[src/rtl/led_seq_pkg.sv]
// Shared types and constants for the LED pattern sequencer.
package led_seq_pkg;

    localparam int N_LEDS  = 5;
    localparam int SPEED_W = 2;
    localparam int CTR_W   = 25;
    localparam int POS_W   = 3;

    localparam logic [POS_W-1:0] POS_MAX = POS_W'(N_LEDS - 1);
    localparam logic             DIR_UP  = 1'b0;
    localparam logic             DIR_DN  = 1'b1;

    typedef enum logic [1:0] {
        MODE_OFF    = 2'd0,
        MODE_CHASE  = 2'd1,
        MODE_BOUNCE = 2'd2,
        MODE_BLINK  = 2'd3
    } mode_e;

    function automatic logic [N_LEDS-1:0] led_onehot(input logic [POS_W-1:0] pos);
        return N_LEDS'(1) << pos;
    endfunction

endpackage

[src/rtl/btn_debounce.sv]
// Raw button to one-cycle press pulse: 2-flop synchronizer, stability
// counter, and a registered rising-edge detector on the debounced level.
module btn_debounce #(
    parameter int N_DEBOUNCE = 500000
) (
    input  logic i_clk,
    input  logic i_rst,
    input  logic i_btn,
    output logic o_press
);

    localparam int               CNT_W    = $clog2(N_DEBOUNCE + 1);
    localparam logic [CNT_W-1:0] CNT_LAST = CNT_W'(N_DEBOUNCE - 1);

    logic [1:0]       sync_q, sync_d;
    logic [CNT_W-1:0] cnt_q, cnt_d;
    logic             level_q, level_d;
    logic             level_dly_q, level_dly_d;
    logic             press_q, press_d;

    always_comb begin
        sync_d      = {sync_q[0], i_btn};
        level_d     = level_q;
        cnt_d       = '0;
        level_dly_d = level_q;
        // Count only while the synchronized level disagrees; any agreeing cycle restarts.
        if (sync_q[1] != level_q) begin
            if (cnt_q == CNT_LAST) begin
                level_d = sync_q[1];
            end else begin
                cnt_d = cnt_q + CNT_W'(1);
            end
        end
        press_d = level_q & ~level_dly_q;
    end

    always_ff @(posedge i_clk) begin
        if (i_rst) begin
            sync_q      <= '0;
            cnt_q       <= '0;
            level_q     <= 1'b0;
            level_dly_q <= 1'b0;
            press_q     <= 1'b0;
        end else begin
            sync_q      <= sync_d;
            cnt_q       <= cnt_d;
            level_q     <= level_d;
            level_dly_q <= level_dly_d;
            press_q     <= press_d;
        end
    end

    assign o_press = press_q;

endmodule

[src/rtl/led_sequencer.sv]
// Five-LED pattern controller: mode FSM, speed select, shared step prescaler
// and pattern registers; buttons enter through two debouncers.
module led_sequencer
    import led_seq_pkg::*;
#(
    parameter int N_CLKS_STEP = 5000000,
    parameter int N_DEBOUNCE  = 500000
) (
    input  logic              i_clk,
    input  logic              i_rst,
    input  logic              i_btn_mode,
    input  logic              i_btn_speed,
    output logic [N_LEDS-1:0] o_leds,
    output logic [1:0]        o_mode
);

    localparam logic [CTR_W-1:0] STEP_BASE = CTR_W'(N_CLKS_STEP);

    logic press_mode, press_speed, restart, tick;

    mode_e              mode_q, mode_d;
    logic [SPEED_W-1:0] speed_q, speed_d;
    logic [CTR_W-1:0]   ctr_q, ctr_d, period;
    logic [POS_W-1:0]   pos_q, pos_d;
    logic               dir_q, dir_d;
    logic               phase_q, phase_d;
    logic [N_LEDS-1:0]  leds_q, leds_d;

    btn_debounce #(.N_DEBOUNCE(N_DEBOUNCE)) u_db_mode (
        .i_clk   (i_clk),
        .i_rst   (i_rst),
        .i_btn   (i_btn_mode),
        .o_press (press_mode)
    );

    btn_debounce #(.N_DEBOUNCE(N_DEBOUNCE)) u_db_speed (
        .i_clk   (i_clk),
        .i_rst   (i_rst),
        .i_btn   (i_btn_speed),
        .o_press (press_speed)
    );

    assign restart = press_mode | press_speed;
    assign period  = STEP_BASE >> speed_q;
    assign tick    = (mode_q != MODE_OFF) && (ctr_q == period - CTR_W'(1));

    always_ff @(posedge i_clk) begin
        if (i_rst) begin
            mode_q  <= MODE_OFF;
            speed_q <= '0;
            ctr_q   <= '0;
            pos_q   <= '0;
            dir_q   <= DIR_UP;
            phase_q <= 1'b1;
            leds_q  <= '0;
        end else begin
            mode_q  <= mode_d;
            speed_q <= speed_d;
            ctr_q   <= ctr_d;
            pos_q   <= pos_d;
            dir_q   <= dir_d;
            phase_q <= phase_d;
            leds_q  <= leds_d;
        end
    end

    always_comb begin
        mode_d = mode_q;
        if (press_mode) begin
            case (mode_q)
                MODE_OFF:    mode_d = MODE_CHASE;
                MODE_CHASE:  mode_d = MODE_BOUNCE;
                MODE_BOUNCE: mode_d = MODE_BLINK;
                default:     mode_d = MODE_OFF;
            endcase
        end
    end

    always_comb begin
        speed_d = speed_q;
        ctr_d   = ctr_q + CTR_W'(1);
        pos_d   = pos_q;
        dir_d   = dir_q;
        phase_d = phase_q;
        if (press_speed) begin
            speed_d = speed_q + SPEED_W'(1);
        end
        if (restart) begin
            ctr_d   = '0;
            pos_d   = '0;
            dir_d   = DIR_UP;
            phase_d = 1'b1;
        end else if (mode_q == MODE_OFF) begin
            ctr_d = '0;
        end else if (tick) begin
            ctr_d = '0;
            case (mode_q)
                MODE_CHASE: pos_d = (pos_q == POS_MAX) ? '0 : pos_q + POS_W'(1);
                MODE_BOUNCE: begin
                    // Reverse at either end, so each end position is shown once per sweep.
                    if (dir_q == DIR_UP) begin
                        if (pos_q == POS_MAX) begin
                            dir_d = DIR_DN;
                            pos_d = pos_q - POS_W'(1);
                        end else begin
                            pos_d = pos_q + POS_W'(1);
                        end
                    end else begin
                        if (pos_q == '0) begin
                            dir_d = DIR_UP;
                            pos_d = pos_q + POS_W'(1);
                        end else begin
                            pos_d = pos_q - POS_W'(1);
                        end
                    end
                end
                MODE_BLINK: phase_d = ~phase_q;
                default: ;
            endcase
        end
    end

    always_comb begin
        case (mode_d)
            MODE_CHASE, MODE_BOUNCE: leds_d = led_onehot(pos_d);
            MODE_BLINK:              leds_d = phase_d ? '1 : '0;
            default:                 leds_d = '0;
        endcase
    end

    assign o_leds = leds_q;
    assign o_mode = mode_q;

endmodule

[config.mk]
export PLATFORM = sky130hd
export DESIGN_NAME = led_sequencer
export DESIGN_NICKNAME = d
export VERILOG_FILES = /design/src/rtl/led_seq_pkg.sv /design/src/rtl/btn_debounce.sv /design/src/rtl/led_sequencer.sv
export SDC_FILE = /design/constraint.sdc
export NUM_CORES = 1
export LEC_CHECK = 0
export ABC_AREA = 1
export BUFFER_PORTS_ARGS = -buffer_cell sky130_fd_sc_hd__buf_2
export CAP_MARGIN = 20
export CELL_PAD_IN_SITES_DETAIL_PLACEMENT = 1
export CELL_PAD_IN_SITES_GLOBAL_PLACEMENT = 1
export CORE_MARGIN = 2
export CORE_UTILIZATION = 35
export CTS_CLUSTER_DIAMETER = 60
export CTS_CLUSTER_SIZE = 8
export DETAILED_ROUTE_END_ITERATION = 10
export PLACE_DENSITY_LB_ADDON = 0.08
export SLEW_MARGIN = 20
export SYNTH_ARGS = -nofsm -noshare
export SYNTH_HDL_FRONTEND = slang
export SYNTH_HIERARCHICAL = 1
export SYNTH_SLANG_ARGS = --single-unit
[constraint.sdc]
create_clock -name i_clk -period 4.8 [get_ports i_clk]
set_input_delay 0.96 -clock i_clk [delete_from_list [all_inputs] [get_ports i_clk]]
set_output_delay 0.96 -clock i_clk [all_outputs]
set_load 0.005 [all_outputs]
* Word level (Yosys, flattened, before mapping)
Cells that the tools add are included.
W data, S select, Z words.
** Word-level totals
- Register bits :: 87
- Input port bits :: 4
** Operators by class
- Bitwise gates (word level) :: 9
- $add $sub $neg :: 7
- Shift operators :: 2
- Equality and inequality tests :: 12
- Multiplexer cells :: 19
- Reduce and logical (&&, ||, !) cells :: 12
** Operators by type and width (number)
- $add A19 B1 Y19 const B :: 2
- $eq A19 B19 Y1 const B :: 2
- $add A25 B1 Y25 const B :: 1
- $eq A25 B25 Y1 :: 1
- $shr A23 B2 Y25 const A :: 1
- $sub A25 B1 Y25 const B :: 1
- $mux W3 :: 7
- $pmux W5 S2 :: 1
- $eq A2 B2 Y1 const B :: 4
- $mux W1 :: 7
- $not A1 Y1 :: 6
- $pmux W2 S3 :: 1
- $pmux W3 S2 :: 1
- $reduce_or A3 Y1 :: 2
- $mux W5 :: 1
- $shl A1 B3 Y5 const A :: 1
- $eq A2 B1 Y1 const B :: 2
- $reduce_and A2 Y1 :: 2
- $reduce_or A2 Y1 :: 2
- $reduce_or A4 Y1 :: 1
- $add A3 B1 Y3 const B :: 1
- $eq A3 B3 Y1 const B :: 1
- $logic_not A3 Y1 :: 1
- $reduce_and A3 Y1 :: 1
- 9 further kinds :: 11

* Depth between registers and ports, before layout
- Depth after elaboration :: 9
- Gate-level depth with buffers :: 19
- Depth with buffers taken out :: 19

* Modules after synthesis
Netlist, hierarchy kept.
** By module, submodules not included
- btn_debounce :: area an instance 1251.2 µm², times used 2, cells each 184
- led_sequencer :: area an instance 2436.1 µm², times used 1, cells each 357

* Worst setup path after synthesis
No wires, ideal clock.
- Kind :: reg2reg
- Start :: reg speed_q[0]
- End :: reg leds_q[4] (netlist: o_leds[4])
- Clock period less this slack :: 2249 ps
- Buffers on the path :: 0
- Cell stages (with the launch flop) :: 17
- Setup time :: 113 ps
- Slack :: 2551 ps
- Arrival time :: 2136 ps
- Data required time :: 4687 ps
- Cell sequence :: dfxtp_1 > inv_1 > ha_1 > inv_1 > ha_1 > xor2_1 > nand2_1 > nor2_2 > nand3_2 > nor2_4 > nand3_2 > nand2_1 > nand3_1 > nand2_1 > nor2_1 > nor2_1 > nor2_1
** On the way
- Cells in the longest elaborated chain, start to end :: 9
- Elaborated cells between the ends (all ways) :: 13
** RTL lines
- start: declaration :: RTL line led_sequencer.sv:22 : logic [SPEED_W-1:0] speed_q, speed_d;
- start signal: assignment :: RTL line led_sequencer.sv:58 : speed_q <= speed_d;
- $shr A23 B2 Y25 * :: RTL line led_sequencer.sv:44 : assign period = STEP_BASE >> speed_q;
- $sub A25 B1 Y25 * :: RTL line led_sequencer.sv:45 : assign tick = (mode_q != MODE_OFF) && (ctr_q == period - CTR_W'(1));
- $eq A25 B25 Y1 * :: RTL line led_sequencer.sv:45
- $logic_and A1 B1 Y1 * :: RTL line led_sequencer.sv:45
- $mux W1 / $mux W3 (equally long branches) :: RTL line led_sequencer.sv:95 : end else if (tick) begin
- $mux W1 / $mux W3 (equally long branches) :: RTL line led_sequencer.sv:93 : end else if (mode_q == MODE_OFF) begin
- $mux W1 / $mux W3 (equally long branches) :: RTL line led_sequencer.sv:88 : if (restart) begin
- $mux W5 / $shl A1 B3 Y5 (equally long branches) :: RTL line led_sequencer.sv:126, led_seq_pkg.sv:21
- $pmux W5 S2 * :: RTL line led_sequencer.sv:124 : case (mode_d)
- end signal: assignment :: RTL line led_sequencer.sv:63 : leds_q <= leds_d;
- end: declaration :: RTL line led_sequencer.sv:27 : logic [N_LEDS-1:0] leds_q, leds_d;
Mark *: on every way between the ends. The rest lies on a longest branch, timed or not.
A chain may end at the register's enable or synchronous reset.

* Worst setup path in the final report
- Start :: reg speed_q[0]
- End :: reg ctr_q[20]
** On the way
- Cells in the longest elaborated chain, start to end :: 5
** RTL lines
- $shr A23 B2 Y25 :: RTL line led_sequencer.sv:44
- $sub A25 B1 Y25 :: RTL line led_sequencer.sv:45
- $eq A25 B25 Y1 :: RTL line led_sequencer.sv:45
- $logic_and A1 B1 Y1 :: RTL line led_sequencer.sv:45
- $reduce_or A4 Y1 (no source line)
- end signal: assignment :: RTL line led_sequencer.sv:59 : ctr_q <= ctr_d;
- end: declaration :: RTL line led_sequencer.sv:23 : logic [CTR_W-1:0] ctr_q, ctr_d, period;
Every way passes these cells.

==> metrics <==
outcome completed; Finished Layout Cells 926; DP Wirelength between 9000 and 10000 um; largest net degree at the start of global routing 26; Max-cap violations 0; Die H 123 um; clock buffer depth 2; Synth Flop Type dfxtp_1; complex-gate fraction of the synthesized area 0.0461; Core ar. between 10000 and 15000 um^2; largest family of logic cells by synthesized area simple AND/OR/NAND/NOR gates; NumNets Final 767; grt total ovfl 0; I/O Buffers 10; TritonCTS Buffers 9; Worst EP required 5.03 ns; final worst path period share 0.570; Slew Limit Fails 0; number of setup buffers added after CTS 0; leakage between 2 and 2.5 nW; Chip Width 123 um; die area 15100 um^2; drt first pass iters 4; ANT nets after route 0; EDFF count, synth 0; Worst Path Arrival 2.97 ns; average size of a mapped cell 6.81 um^2; Synth Instances 725; Post-Synth Adder-Cell Area 0.0532; CP endpoint kind flip-flop; clk sinks 87; post-synthesis sequential area ratio 0.353; Cells after DPL 910; mux contribution to synthesized area 0; initial DRC count 133; min cycle time layout 2.74 ns; CTS tree done; Synthesized Nets 750; initial antenna violation count 0; Slew headroom 0.640; highest-count cells in the layout ignoring fill and taps nand2_1 (160), nor2_1 (128), inv_1 (100); Post-CTS Hold Buffers 0; commonest non-fill, non-tap cell in the layout nand2_1; cell count of the worst hold path 1; vias per cell 4.72; depth of the most critical reg-to-reg path 13; synthesis-stage register bit count 87; RSZ-0062 raised after global routing no; Area Overhead vs Synth 11.7%; Final Setup Violations 0; # H-tree levels 3; xor/xnor cell area share of the yosys netlist 0.0514; vias in the first global route 4535; Yosys cell types 34; placer congestion estimate 0.782; Antenna Cells 0; Clock Latency Late Sink 0.34 ns; Post-synth ARST share 0; CTS Root Buffer Type clkbuf_16; Reg clk slew, reported paths 0.06 ns; CP Class reg2reg; first-pass GRT wire length approximately 21000 um; detailed-route wire length per cell 13.3 um; warnings from Yosys 6; Critical Path Fanout Max 15; Min-Delay Path Class reg2reg; layout cells sized above 1 0.125; Site Rows 43; Final Hold Violating Endpoints 0; I/O pin count 11; Peak VDD IR 0.000185 V; DR vias 4367; GRT Total Usage 0.179; Synth Area in Simple Gates 0.403; DRC errors left 0; effective utilization at floorplan 0.357; setup TNS 0 ns; routed wire length around 12000 um; power per cell area 281 nW/um^2; Fmax ~370 MHz; Worst setup SP type flip-flop; register-to-register path setup slack 2.06 ns; Clock Skews 0.00769 ns; post-CTS resize count 0; worst slew pin tran 0.538 ns; Mapped Area 4940 um^2
final cells by class:
| cell class | count | area (um^2) |
|---|---|---|
| repair buffers | 11 | 65.1 |
| multi-input cells | 524 | 2730 |
| inverters | 109 | 409 |
| fillers | 1785 | 8310 |
| flip-flops and latches | 87 | 1740 |
| well taps | 180 | 225 |
| clock inverters | 6 | 118 |
| clock buffers | 9 | 225 |
path summary, 6_finish.rpt:
path,end,start
max,ctr_q[20],speed_q[0]
min,u_db_speed/o_press,u_db_speed/level_dly_q
max reg2reg,ctr_q[20],speed_q[0]
min reg2reg,u_db_speed/o_press,u_db_speed/level_dly_q
where the power goes:
group	switching (mW)	total, mW	internal, mW	leakage [nW]
Combinational	0.00979	0.0132	0.00344	1.22
Sequential	0.00125	0.725	0.724	0.701
Clock	0.299	0.811	0.511	0.164
through the flow:
step | utilization | hold WS, ns | instance area [um^2] | setup WS (ns) | total power [mW]
3_5_place_dp | 0.373 | 0.392 | 5160 | 1.68 | 0.755
5_1_grt | 0.399 | 0.417 | 5520 | 1.71 | 1.61
3_3_place_gp | 0.373 | 0.382 | 5160 | 1.81 | 0.755
2_1_floorplan | - | 0.374 | 4940 | 2.55 | 0.751
4_1_cts | 0.398 | 0.401 | 5500 | 1.67 | 1.57
6_report | 0.399 | 0.394 | 5520 | 2.06 | 1.55
cell families (layout without fill, tap and decap cells):
| logic type | Yosys count | in the layout |
|---|---|---|
| xor gates and xnor gates | 29 | 29 |
| AOI/OAI and AO/OA | 42 | 42 |
| adders and majority gates | 21 | 21 |
| buffers and inverters | 114 | 135 |
| and+or+nand+nor | 432 | 432 |
| DFF | 87 | 87 |
cells in the mapped netlist, types with 2 or more instances:
| master | n | share of area |
|---|---|---|
| nor3b_1 | 6 | 0.0091 |
| inv_1 | 100 | 0.076 |
| nand2_2 | 2 | 0.0025 |
| nand4_1 | 16 | 0.020 |
| buf_12 | 2 | 0.0081 |
| dfxtp_1 | 87 | 0.35 |
| nand2_4 | 2 | 0.0046 |
| or2_2 | 7 | 0.0089 |
| o21ai_0 | 15 | 0.015 |
| nand3_1 | 42 | 0.043 |
| a31oi_1 | 2 | 0.0025 |
| buf_2 | 2 | 0.0020 |
| nor2_4 | 4 | 0.0091 |
| nor3_1 | 20 | 0.020 |
| inv_2 | 8 | 0.0061 |
| xnor2_1 | 8 | 0.014 |
| a21oi_1 | 18 | 0.018 |
| nor3_2 | 2 | 0.0041 |
| ha_1 | 21 | 0.053 |
| nor2_1 | 128 | 0.097 |
| nand2_1 | 160 | 0.12 |
| o21a_1 | 3 | 0.0046 |
| xor2_1 | 21 | 0.037 |
| nor2_2 | 33 | 0.042 |
| nand3_2 | 7 | 0.014 |
sequential cells by signal, summed over array words and instances, names as in the netlist, named ones only:
signal / cells
ctr_q: 25
u_db_mode/cnt_q: 19
u_db_speed/cnt_q: 19
o_leds: 5
pos_q: 3
o_mode: 2
speed_q: 2
u_db_mode/sync_q: 2
u_db_speed/sync_q: 2
phase_q: 1
u_db_mode/level_dly_d: 1
u_db_mode/level_dly_q: 1
u_db_mode/o_press: 1
u_db_speed/level_dly_d: 1
u_db_speed/level_dly_q: 1
u_db_speed/o_press: 1
critical path, stage by stage, from the launching register on:
cell,delay (ns)
dfxtp_1,0.41
inv_1,0.14
ha_1,0.25
inv_1,0.09
ha_1,0.25
xor2_1,0.14
nand2_1,0.08
nor2_2,0.12
nand3_2,0.10
nor2_4,0.20
nand3b_1,0.45
buf_8,0.23
nor2_1,0.06
o21a_1,0.10
routing by layer:
metal,up-vias,GRT usage,share of wire
li1,2285,-,-
met1,2058,0.233,0.50
met2,15,0.304,0.48
met3,9,0.0251,0.011
met4,0,0.0603,0.014
met5,-,0,0
(Power assumes the default switching activity.)
